File: src/rtl/text_pkg.sv
// rtl/text_pkg.sv - shared mode encodings, default geometry and default bitmap for the text overlay
package text_pkg;

  // Display modes: bit 0 enables scrolling, bit 1 enables blinking.
  localparam logic [1:0] MODE_STATIC       = 2'b00;
  localparam logic [1:0] MODE_SCROLL       = 2'b01;
  localparam logic [1:0] MODE_BLINK        = 2'b10;
  localparam logic [1:0] MODE_SCROLL_BLINK = 2'b11;

  // Default cell geometry of the demo banner.
  localparam int DEF_BMP_W      = 60;
  localparam int DEF_BMP_H      = 10;
  localparam int DEF_CELL_SHIFT = 3;
  localparam int DEF_ORIGIN_X   = 11;
  localparam int DEF_ORIGIN_Y   = 38;
  localparam int DEF_WINDOW_W   = 60;

  // Default banner, row 0 in the least significant word, bit 0 = leftmost cell.
  localparam logic [DEF_BMP_H*DEF_BMP_W-1:0] DEF_BITMAP = {
    60'h1000000000000F8,
    60'hFFFF0000FFFF000,
    60'h0123456789ABCDE,
    60'hC3C3C3C3C3C3C3C,
    60'h800000000000001,
    60'h555555555555555,
    60'hAAAAAAAAAAAAAAA,
    60'h0F0F0F0F0F0F0F0,
    60'hFEDCBA987654321,
    60'h123456789ABCDEF
  };

endpackage

File: src/rtl/text_bitmap_rom.sv
// rtl/text_bitmap_rom.sv - combinational 1-bit-per-cell bitmap lookup
module text_bitmap_rom
  import text_pkg::*;
#(
  parameter int                       BMP_W  = DEF_BMP_W,
  parameter int                       BMP_H  = DEF_BMP_H,
  parameter logic [BMP_H*BMP_W-1:0]   BITMAP = DEF_BITMAP
) (
  input  logic [5:0] i_row,
  input  logic [6:0] i_col,
  output logic       o_bit
);

  logic [BMP_W-1:0] w_row;

  // Row select; rows at or beyond BMP_H read as blank.
  always_comb begin
    w_row = '0;
    for (int r = 0; r < BMP_H; r++) begin
      if (i_row == r[5:0]) begin
        w_row = BITMAP[r*BMP_W +: BMP_W];
      end
    end
  end

  // Column select; columns at or beyond BMP_W read as blank.
  always_comb begin
    o_bit = 1'b0;
    for (int c = 0; c < BMP_W; c++) begin
      if (i_col == c[6:0]) begin
        o_bit = w_row[c];
      end
    end
  end

endmodule

File: src/rtl/text_scroller.sv
// rtl/text_scroller.sv - frame-synchronous scrolling/blinking text overlay generator
module text_scroller
  import text_pkg::*;
#(
  parameter int                     BMP_W        = DEF_BMP_W,
  parameter int                     BMP_H        = DEF_BMP_H,
  parameter int                     CELL_SHIFT   = DEF_CELL_SHIFT,
  parameter int                     ORIGIN_X     = DEF_ORIGIN_X,
  parameter int                     ORIGIN_Y     = DEF_ORIGIN_Y,
  parameter int                     WINDOW_W     = DEF_WINDOW_W,
  parameter int                     SCROLL_DIV   = 4,
  parameter int                     BLINK_FRAMES = 32,
  parameter logic [BMP_H*BMP_W-1:0] BITMAP       = DEF_BITMAP
) (
  input  logic       clk,
  input  logic       rst_n,
  input  logic [9:0] x,
  input  logic [9:0] y,
  input  logic       frame_tick,
  input  logic       enable,
  input  logic [1:0] mode,
  output logic       overlay_active
);

  localparam logic [6:0]  WIN_W      = 7'(WINDOW_W);
  localparam logic [5:0]  ROWS       = 6'(BMP_H);
  localparam logic [7:0]  BMP_W8     = 8'(BMP_W);
  localparam logic [6:0]  COL_LAST   = 7'(BMP_W - 1);
  localparam logic [15:0] DIV_LAST   = 16'(SCROLL_DIV - 1);
  localparam logic [15:0] BLINK_LAST = 16'(BLINK_FRAMES - 1);

  logic [1:0]  r_rst_sync;
  logic        w_rst_n;
  logic [1:0]  r_mode_q;
  logic [6:0]  r_scroll_off;
  logic [15:0] r_div_cnt;
  logic [15:0] r_blink_cnt;
  logic        r_blink_ph;
  logic        r_overlay;

  logic [6:0]  w_cx;
  logic [5:0]  w_cy;
  logic        w_in_window;
  logic [7:0]  w_sum;
  logic [6:0]  w_bc;
  logic        w_pix;
  logic        w_blank;

  // Reset synchroniser: assertion passes straight through, release lines up with clk.
  always_ff @(posedge clk or negedge rst_n) begin
    if (!rst_n) begin
      r_rst_sync <= 2'b00;
    end else begin
      r_rst_sync <= {r_rst_sync[0], 1'b1};
    end
  end

  assign w_rst_n = r_rst_sync[1];

  // Cell coordinates relative to the window origin; negatives wrap to large values.
  assign w_cx        = 7'((x >> CELL_SHIFT) - 10'(ORIGIN_X));
  assign w_cy        = 6'((y >> CELL_SHIFT) - 10'(ORIGIN_Y));
  assign w_in_window = (w_cx < WIN_W) && (w_cy < ROWS);

  // Both terms are below BMP_W, so one conditional subtract completes the wrap.
  assign w_sum = {1'b0, w_cx} + {1'b0, r_scroll_off};
  assign w_bc  = (w_sum >= BMP_W8) ? 7'(w_sum - BMP_W8) : w_sum[6:0];

  text_bitmap_rom #(
    .BMP_W  (BMP_W),
    .BMP_H  (BMP_H),
    .BITMAP (BITMAP)
  ) u_rom (
    .i_row (w_cy),
    .i_col (w_bc),
    .o_bit (w_pix)
  );

  assign w_blank = r_mode_q[1] & r_blink_ph;

  // Frame counters and mode shadow; every tick acts on the mode held before it.
  always_ff @(posedge clk or negedge w_rst_n) begin
    if (!w_rst_n) begin
      r_mode_q     <= MODE_STATIC;
      r_scroll_off <= '0;
      r_div_cnt    <= '0;
      r_blink_cnt  <= '0;
      r_blink_ph   <= 1'b0;
    end else if (frame_tick) begin
      r_mode_q <= mode;
      if (r_mode_q[0]) begin
        if (r_div_cnt == DIV_LAST) begin
          r_div_cnt    <= '0;
          r_scroll_off <= (r_scroll_off == COL_LAST) ? 7'd0 : r_scroll_off + 7'd1;
        end else begin
          r_div_cnt <= r_div_cnt + 16'd1;
        end
      end else begin
        r_div_cnt    <= '0;
        r_scroll_off <= '0;
      end
      if (r_mode_q[1]) begin
        if (r_blink_cnt == BLINK_LAST) begin
          r_blink_cnt <= '0;
          r_blink_ph  <= ~r_blink_ph;
        end else begin
          r_blink_cnt <= r_blink_cnt + 16'd1;
        end
      end else begin
        r_blink_cnt <= '0;
        r_blink_ph  <= 1'b0;
      end
    end
  end

  // Registered overlay flag, one cycle behind the beam position.
  always_ff @(posedge clk or negedge w_rst_n) begin
    if (!w_rst_n) begin
      r_overlay <= 1'b0;
    end else begin
      r_overlay <= enable & w_in_window & w_pix & ~w_blank;
    end
  end

  assign overlay_active = r_overlay;

endmodule

File: config.mk
export PLATFORM = sky130hd
export DESIGN_NAME = text_scroller
export DESIGN_NICKNAME = d
export VERILOG_FILES = /design/src/rtl/text_pkg.sv /design/src/rtl/text_bitmap_rom.sv /design/src/rtl/text_scroller.sv
export SDC_FILE = /design/constraint.sdc
export NUM_CORES = 1
export LEC_CHECK = 0
export ABC_AREA = 1
export ABC_CLOCK_PERIOD_IN_PS = 1700
export BUFFER_PORTS_ARGS = -buffer_cell sky130_fd_sc_hd__buf_4
export CAP_MARGIN = 20
export CORE_MARGIN = 4
export CORE_UTILIZATION = 60
export CTS_CLUSTER_SIZE = 12
export DETAILED_ROUTE_END_ITERATION = 8
export MAX_ROUTING_LAYER = met4
export PLACE_DENSITY = 0.89
export RECOVER_POWER = 100
export SETUP_SLACK_MARGIN = 0.05
export SLEW_MARGIN = 30
export SYNTH_ARGS = -nofsm -noshare
export SYNTH_HDL_FRONTEND = slang
export SYNTH_SLANG_ARGS = --single-unit
File: constraint.sdc
create_clock -name clk -period 1.7 [get_ports clk]
set_input_delay 0.085 -clock clk [delete_from_list [all_inputs] [get_ports clk]]
set_output_delay 0.085 -clock clk [all_outputs]
set_load 0.01 [all_outputs]
==> results.py, run 1 <==
metrics = {
    "logic_synthesis": {
        "post-synth-top-area-cell": "dfrtp_1",
        "postSynthAreaPerCell_um2": 6.43,
        "synth_nets": 664,
        "synth_ff_type": "dfrtp_1",
        "syn_inst": 623,
        "synth_cell_types": 45,
        "synth_seq_cells": 45,
        "synth_top_area_share_pct": 28.1,
        "synthTopCellsByArea": "dfrtp_1 28%, nand2_1 12%, inv_1 9.5%",
        "synth_edf_count": 0,
        "syn_area_um2": 4010,
        "yosysWarnings": 0,
        "synth_seq_area_share_pct": 28.1,
        "synthArstFlopShare_pct": 100,
        "synthTopCellsByCount": "125 x nand2_1, 101 x inv_1, 91 x nor2_1",
        "yosys.cell_count.top_type": "nand2_1",
    },
    "clocking": {
        "numCtsBuffers": 5,
        "clockRootBuffer": "clkbuf_8",
        "clockBufferDepth": 2,
        "cts_hold_buf": 1,
        "ctsResizeCount": 91,
        "cts_setup_buffers": 35,
        "cts.sinks": 45,
        "htree_levels": 2,
    },
    "run_status": {
        "failed_stage": "clock tree synthesis (4_1_cts)",
        "error": "[ERROR DPL-0038] Utilization greater than 100%, impossible to legalize",
        "outcome": "aborted with a tool error",
    },
    "placement": {
        "dp_hpwl_um": 12100,
        "place_congestion": 1.10,
        "placed_area_um2": 5720,
        "io_buffer_count": 19,
        "dp_cells": 892,
    },
    "floorplan": {
        "io_pins": 27,
        "fp-row-count": 29,
        "die_h_um": 89.7,
        "start_util_pct": 62.4,
        "die_w_um": 89.7,
    },
}
==> metrics by stage <==
stage | hold slack (ns) | worst slack [ns] | setup TNS [ns]
floorplan | -0.211 | -2.79 | -2.84
detailed placement | -0.130 | -3.55 | -6.62
global placement | -0.133 | -3.12 | -3.86
==> cell families after synthesis <==
logic type      Yosys count  share of synthesized area [%]
simple gates            345                           40.0
buf+inv                 117                           11.5
compound gates           87                           12.6
flops                    45                           28.1
fa+ha+maj                15                           4.87
xor+xnor                 13                           2.84
other cells               1                         0.0935
==> run 2: changes to the inputs <==
CORE_UTILIZATION = 40   (was 60)
CTS_CLUSTER_SIZE = unset   (was 12)
MAX_ROUTING_LAYER = unset   (was met4)
PLACE_DENSITY = unset   (was 0.89)
PLACE_DENSITY_LB_ADDON = 0.15   (was unset)
SETUP_SLACK_MARGIN = unset   (was 0.05)
==> run 2 against run 1 <==
  * The flow now finishes, with violations (setup timing)
  * Synthesized cell count unchanged
  * Area after synthesis unchanged
==> results.py, run 2 <==
metrics = {
    "clocking": {
        "htree_levels": 2,
        "numCtsBuffers": 5,
        "clockRootBuffer": "clkbuf_8",
        "clkTransAtPathRegs_ns": 0.09,
        "cts.sinks": 45,
        "cts_tree": "done",
        "clkLatencyLatePin_ns": 0.31,
        "clockBufferDepth": 2,
    },
    "power_and_ir_drop": {
        "pwr-share-seq_pct": 22.6,
        "clkPwrFrac_pct": 16.8,
        "power_frac_comb_pct": 60.6,
        "power-per-cell-area_nw_per_um2": 778,
        "leakagePower_nw": 3.32,
        "vdd_ir_drop_max_mv": 0.382,
        "switching_power_mw": 2.11,
        "switching_share_pct": 41.0,
        "internal_power_mw": 3.03,
    },
    "logic_synthesis": {
        "syn_area_um2": 4010,
        "post-synth-top-area-cell": "dfrtp_1",
        "syn_inst": 623,
        "synth_ff_type": "dfrtp_1",
        "yosysWarnings": 0,
        "synthTopCellsByArea": "dfrtp_1 28%, nand2_1 12%, inv_1 9.5%",
        "synth_top_area_share_pct": 28.1,
        "synth_seq_area_share_pct": 28.1,
        "synthTopCellsByCount": "125 x nand2_1, 101 x inv_1, 91 x nor2_1",
        "yosys.cell_count.top_type": "nand2_1",
        "synth_nets": 664,
        "synth_edf_count": 0,
        "synth_cell_types": 45,
        "synthArstFlopShare_pct": 100,
        "postSynthAreaPerCell_um2": 6.43,
        "synth_seq_cells": 45,
    },
    "floorplan": {
        "fp-row-count": 36,
        "start_util_pct": 41.0,
        "die_area_um2": 11700,
        "core-area_um2": 9770,
        "die_w_um": 108,
        "die_h_um": 108,
        "io_pins": 27,
    },
    "setup_path": {
        "crit_arrival_ns": 5.08,
        "crit_fanout": 5,
        "crit_slowest_cell": "dfrtp_2",
        "required_ns": 1.90,
        "worst_r2r_startpoint": "r_scroll_off[1]",
        "cp_slowest_stage_delay_ns": 0.44,
        "crit_path_start": "r_scroll_off[1]",
        "crit_top_cell": "nand2_1",
        "path_class": "flop to flop",
        "end_kind": "flop",
        "worstSetupStartpointType": "flop",
        "r2r_cells": 57,
    },
    "finish": {
        "diodes": 0,
        "fin_util_pct": 67.5,
        "nets": 899,
        "top_regs": "r_blink_cnt x16, r_div_cnt x16, r_scroll_off x7",
        "drive_gt1_share_pct": 43.2,
        "final_common_cell": "buf_4",
        "syn_to_final_growth_pct": 64.5,
        "mostFrequentLayoutCells": "216 x buf_4, 112 x nand2_1, 91 x inv_1",
        "fillCellCount": 825,
        "seqCellArea_um2": 1130,
        "multi_input_area_um2": 2960,
    },
    "worst_hold_path": {
        "hold_class": "primary input to flop",
        "min_path_cells": 3,
        "hp-start": "mode[0]",
    },
    "routing": {
        "firstDrtPassIters": 5,
        "num_vias": 5014,
        "routedWlPerCell_um": 14.1,
        "drtAntennaViolNets": 0,
        "drt_iter0_markers": 223,
        "drc_errors": 0,
        "routed_via_density": 5.05,
        "routed_wl_um": 14000,
    },
    "global_route": {
        "antenna_found_initial": 0,
        "overflow": 0,
        "grt_usage_pct": 24.5,
        "grt_pass1_wl_um": 23300,
        "grt_max_degree": 39,
        "grt_pass1_vias": 4996,
    },
    "sta": {
        "drv_slew": 0,
        "setup_tns_ns": -5.45,
        "setup_viol": 23,
        "fin_crit_sh_pct": 287,
        "setup_slack_ns": -3.18,
        "tightest_slew_ns": 0.964,
        "fin_skew_ns": 0.0116,
        "max_freq_mhz": 205,
        "whs_ns": 0.0177,
        "relSlewSlack_pct": 35.7,
        "rsz0062_at_grt": "yes",
        "period_needed_ns": 4.88,
        "finalHoldViolations": 0,
    },
    "placement": {
        "place_congestion": 1.01,
        "dp_hpwl_um": 10500,
        "io_buffer_count": 19,
    },
    "flow_run": {
        "maxCapViolations": 0,
    },
    "run_status": {
        "violations": "setup timing",
        "outcome": "finished, violations left",
    },
}
[run 2: cell counts after synthesis]
No cell type changed its count.
[run 2: routing by layer]
layer / GRT usage, % / vias to the layer above / wire [um]
li1: - / 2525 / -
met1: 32.1 / 2352 / 6180
met2: 43.7 / 111 / 7070
met3: 2.75 / 26 / 492
met4: 4.87 / 0 / 281
met5: 0 / - / 0
[run 2: kinds of logic (layout without fill, tap and decap cells)]
kind of cell / count (synthesis) / in the layout / synth area share (%)
XOR/XNOR: 13 / 13 / 2.84
AO/OA/AOI/OAI: 87 / 87 / 12.6
adder cells (fa/ha/maj): 15 / 15 / 4.87
flip-flops: 45 / 45 / 28.1
buffers and inverters: 117 / 353 / 11.5
AND/OR/NAND/NOR: 345 / 345 / 40.0
other: 1 / 1 / 0.0935
[run 2: final timing paths]
kind,to,slack [ns]
min in group asynchronous,r_rst_sync[0],0.09
min,r_mode_q[0],0.02
max in group asynchronous,r_div_cnt[5],0.34
max reg2reg,overlay_active,-3.18
max,overlay_active,-3.18
min reg2reg,r_scroll_off[5],0.10
[run 2: area by class of cell]
cell class | instances | share of cell area, %
clock inverter | 1 | 0.455
timing repair buffer | 235 | 27.3
sequential | 45 | 17.2
clock buffer | 7 | 1.31
inverter | 110 | 6.45
multi-input combinational | 461 | 44.8
tap | 133 | 2.52
[run 2: critical path, delay by kind of cell, from the launching register on]
| kind | cells | cell delay [ns] |
|---|---|---|
| AOI/OAI and AO/OA | 1 | 0.14 |
| xor gates and xnor gates | 1 | 0.17 |
| adders and majority gates | 2 | 0.61 |
| buffers and inverters | 3 | 0.24 |
| DFF | 1 | 0.44 |
| and+or+nand+nor | 50 | 3.13 |
[run 2: power groups by stage]
stage	registers (mW)	logic [mW]	clock network [mW]
2_1_floorplan	1.18	1.63	0
3_3_place_gp	1.17	2.91	0
3_5_place_dp	1.17	2.95	0
4_1_cts	1.16	3.02	0.880
5_1_grt	1.17	3.48	0.941
6_report	1.16	3.11	0.861
[run 2: repair_timing]
action | in CTS | in global routing
endpoints found under the setup margin | 21 | 36
cloned | 0 | 0
resized for setup | 64 | 78
hold endpoints to repair | 3 | 0
pin swaps | 20 | 32
hold buffers | 2 | 0
setup buffers | 33 | 17
[run 2: metrics by stage]
stage               worst slack, ns  std cells  cell area [um^2]  total power [mW]
finish                        -3.18        992              6600              5.13
global route                  -3.82        992              6600              5.58
CTS                           -3.20        991              6330              5.06
detailed placement            -3.38        950              5750              4.12
global placement              -3.28        950              5750              4.08
floorplan                     -2.79        623              4100              2.81
No activity file was read; power rests on OpenSTA's default activity.
==> run 3: changes to the inputs <==
CORE_UTILIZATION = 55   (was 40)
==> run 3 against run 2 <==
  * Synthesized cell count stayed put
  * Area after synthesis stayed put
  * The run now fails in global routing (5_1_grt)
==> results.py, run 3 <==
metrics = {
    "floorplan": {
        "fp-row-count": 30,
        "start_util_pct": 57.7,
        "die_w_um": 93.4,
        "die_h_um": 93.4,
        "io_pins": 27,
    },
    "logic_synthesis": {
        "post-synth-top-area-cell": "dfrtp_1",
        "syn_area_um2": 4010,
        "postSynthAreaPerCell_um2": 6.43,
        "synthTopCellsByArea": "dfrtp_1 28%, nand2_1 12%, inv_1 9.5%",
        "yosysWarnings": 0,
        "synth_cell_types": 45,
        "synth_seq_area_share_pct": 28.1,
        "synthTopCellsByCount": "125 x nand2_1, 101 x inv_1, 91 x nor2_1",
        "synthArstFlopShare_pct": 100,
        "synth_top_area_share_pct": 28.1,
        "yosys.cell_count.top_type": "nand2_1",
        "synth_edf_count": 0,
        "synth_ff_type": "dfrtp_1",
        "synth_nets": 664,
        "synth_seq_cells": 45,
        "syn_inst": 623,
    },
    "clocking": {
        "clockRootBuffer": "clkbuf_8",
        "numCtsBuffers": 5,
        "clockBufferDepth": 2,
        "cts.sinks": 45,
        "htree_levels": 2,
    },
    "global_route": {
        "overflow": 917,
        "grt_max_degree": 33,
        "grt_usage_pct": 96.4,
    },
    "placement": {
        "dp_hpwl_um": 11100,
        "dp_cells": 908,
        "io_buffer_count": 19,
        "place_congestion": 1.02,
    },
    "sta": {
        "worst_endpoint_kind": "register input",
        "crit_endpoint": "overlay_active$_DFF_PN0_/D",
    },
    "run_status": {
        "error": "[ERROR GRT-0232] Routing congestion too high. Check the congestion heatmap in the GUI.",
        "failed_stage": "global routing (5_1_grt)",
        "outcome": "aborted with a tool error",
    },
}
-- run 3: cell counts after synthesis --
Identical to the previous run, type by type.
-- run 3: logic make-up after synthesis --
group	after synthesis	share of synthesized area (%)
AOI/OAI and AO/OA	87	12.6
buffers and inverters	117	11.5
and+or+nand+nor	345	40.0
adders and majority gates	15	4.87
DFF	45	28.1
xor gates and xnor gates	13	2.84
other	1	0.0935
-- run 3: through the flow --
stage / area [um^2] / utilization (%) / worst slack, ns / hold slack (ns)
2_1_floorplan: 4100 / - / -2.79 / -0.211
3_3_place_gp: 5670 / 81.6 / -3.23 / -0.133
3_5_place_dp: 5670 / 81.6 / -3.39 / -0.131
4_1_cts: 6300 / 90.7 / -3.21 / 0.0249
-- run 3: per-layer routing --
layer | GRT overflow | track usage (%)
met1 | 6 | 84.6
met2 | 743 | 139
met3 | 7 | 61.8
met4 | 161 | 106
met5 | 0 | 13.5
-- run 3: what timing repair did --
| action | CTS |
|---|---|
| buffers inserted | 37 |
| pin swaps | 33 |
| hold buffers | 2 |
| endpoints found under the hold margin | 3 |
| endpoints found under the setup margin | 26 |
| resized for setup | 72 |
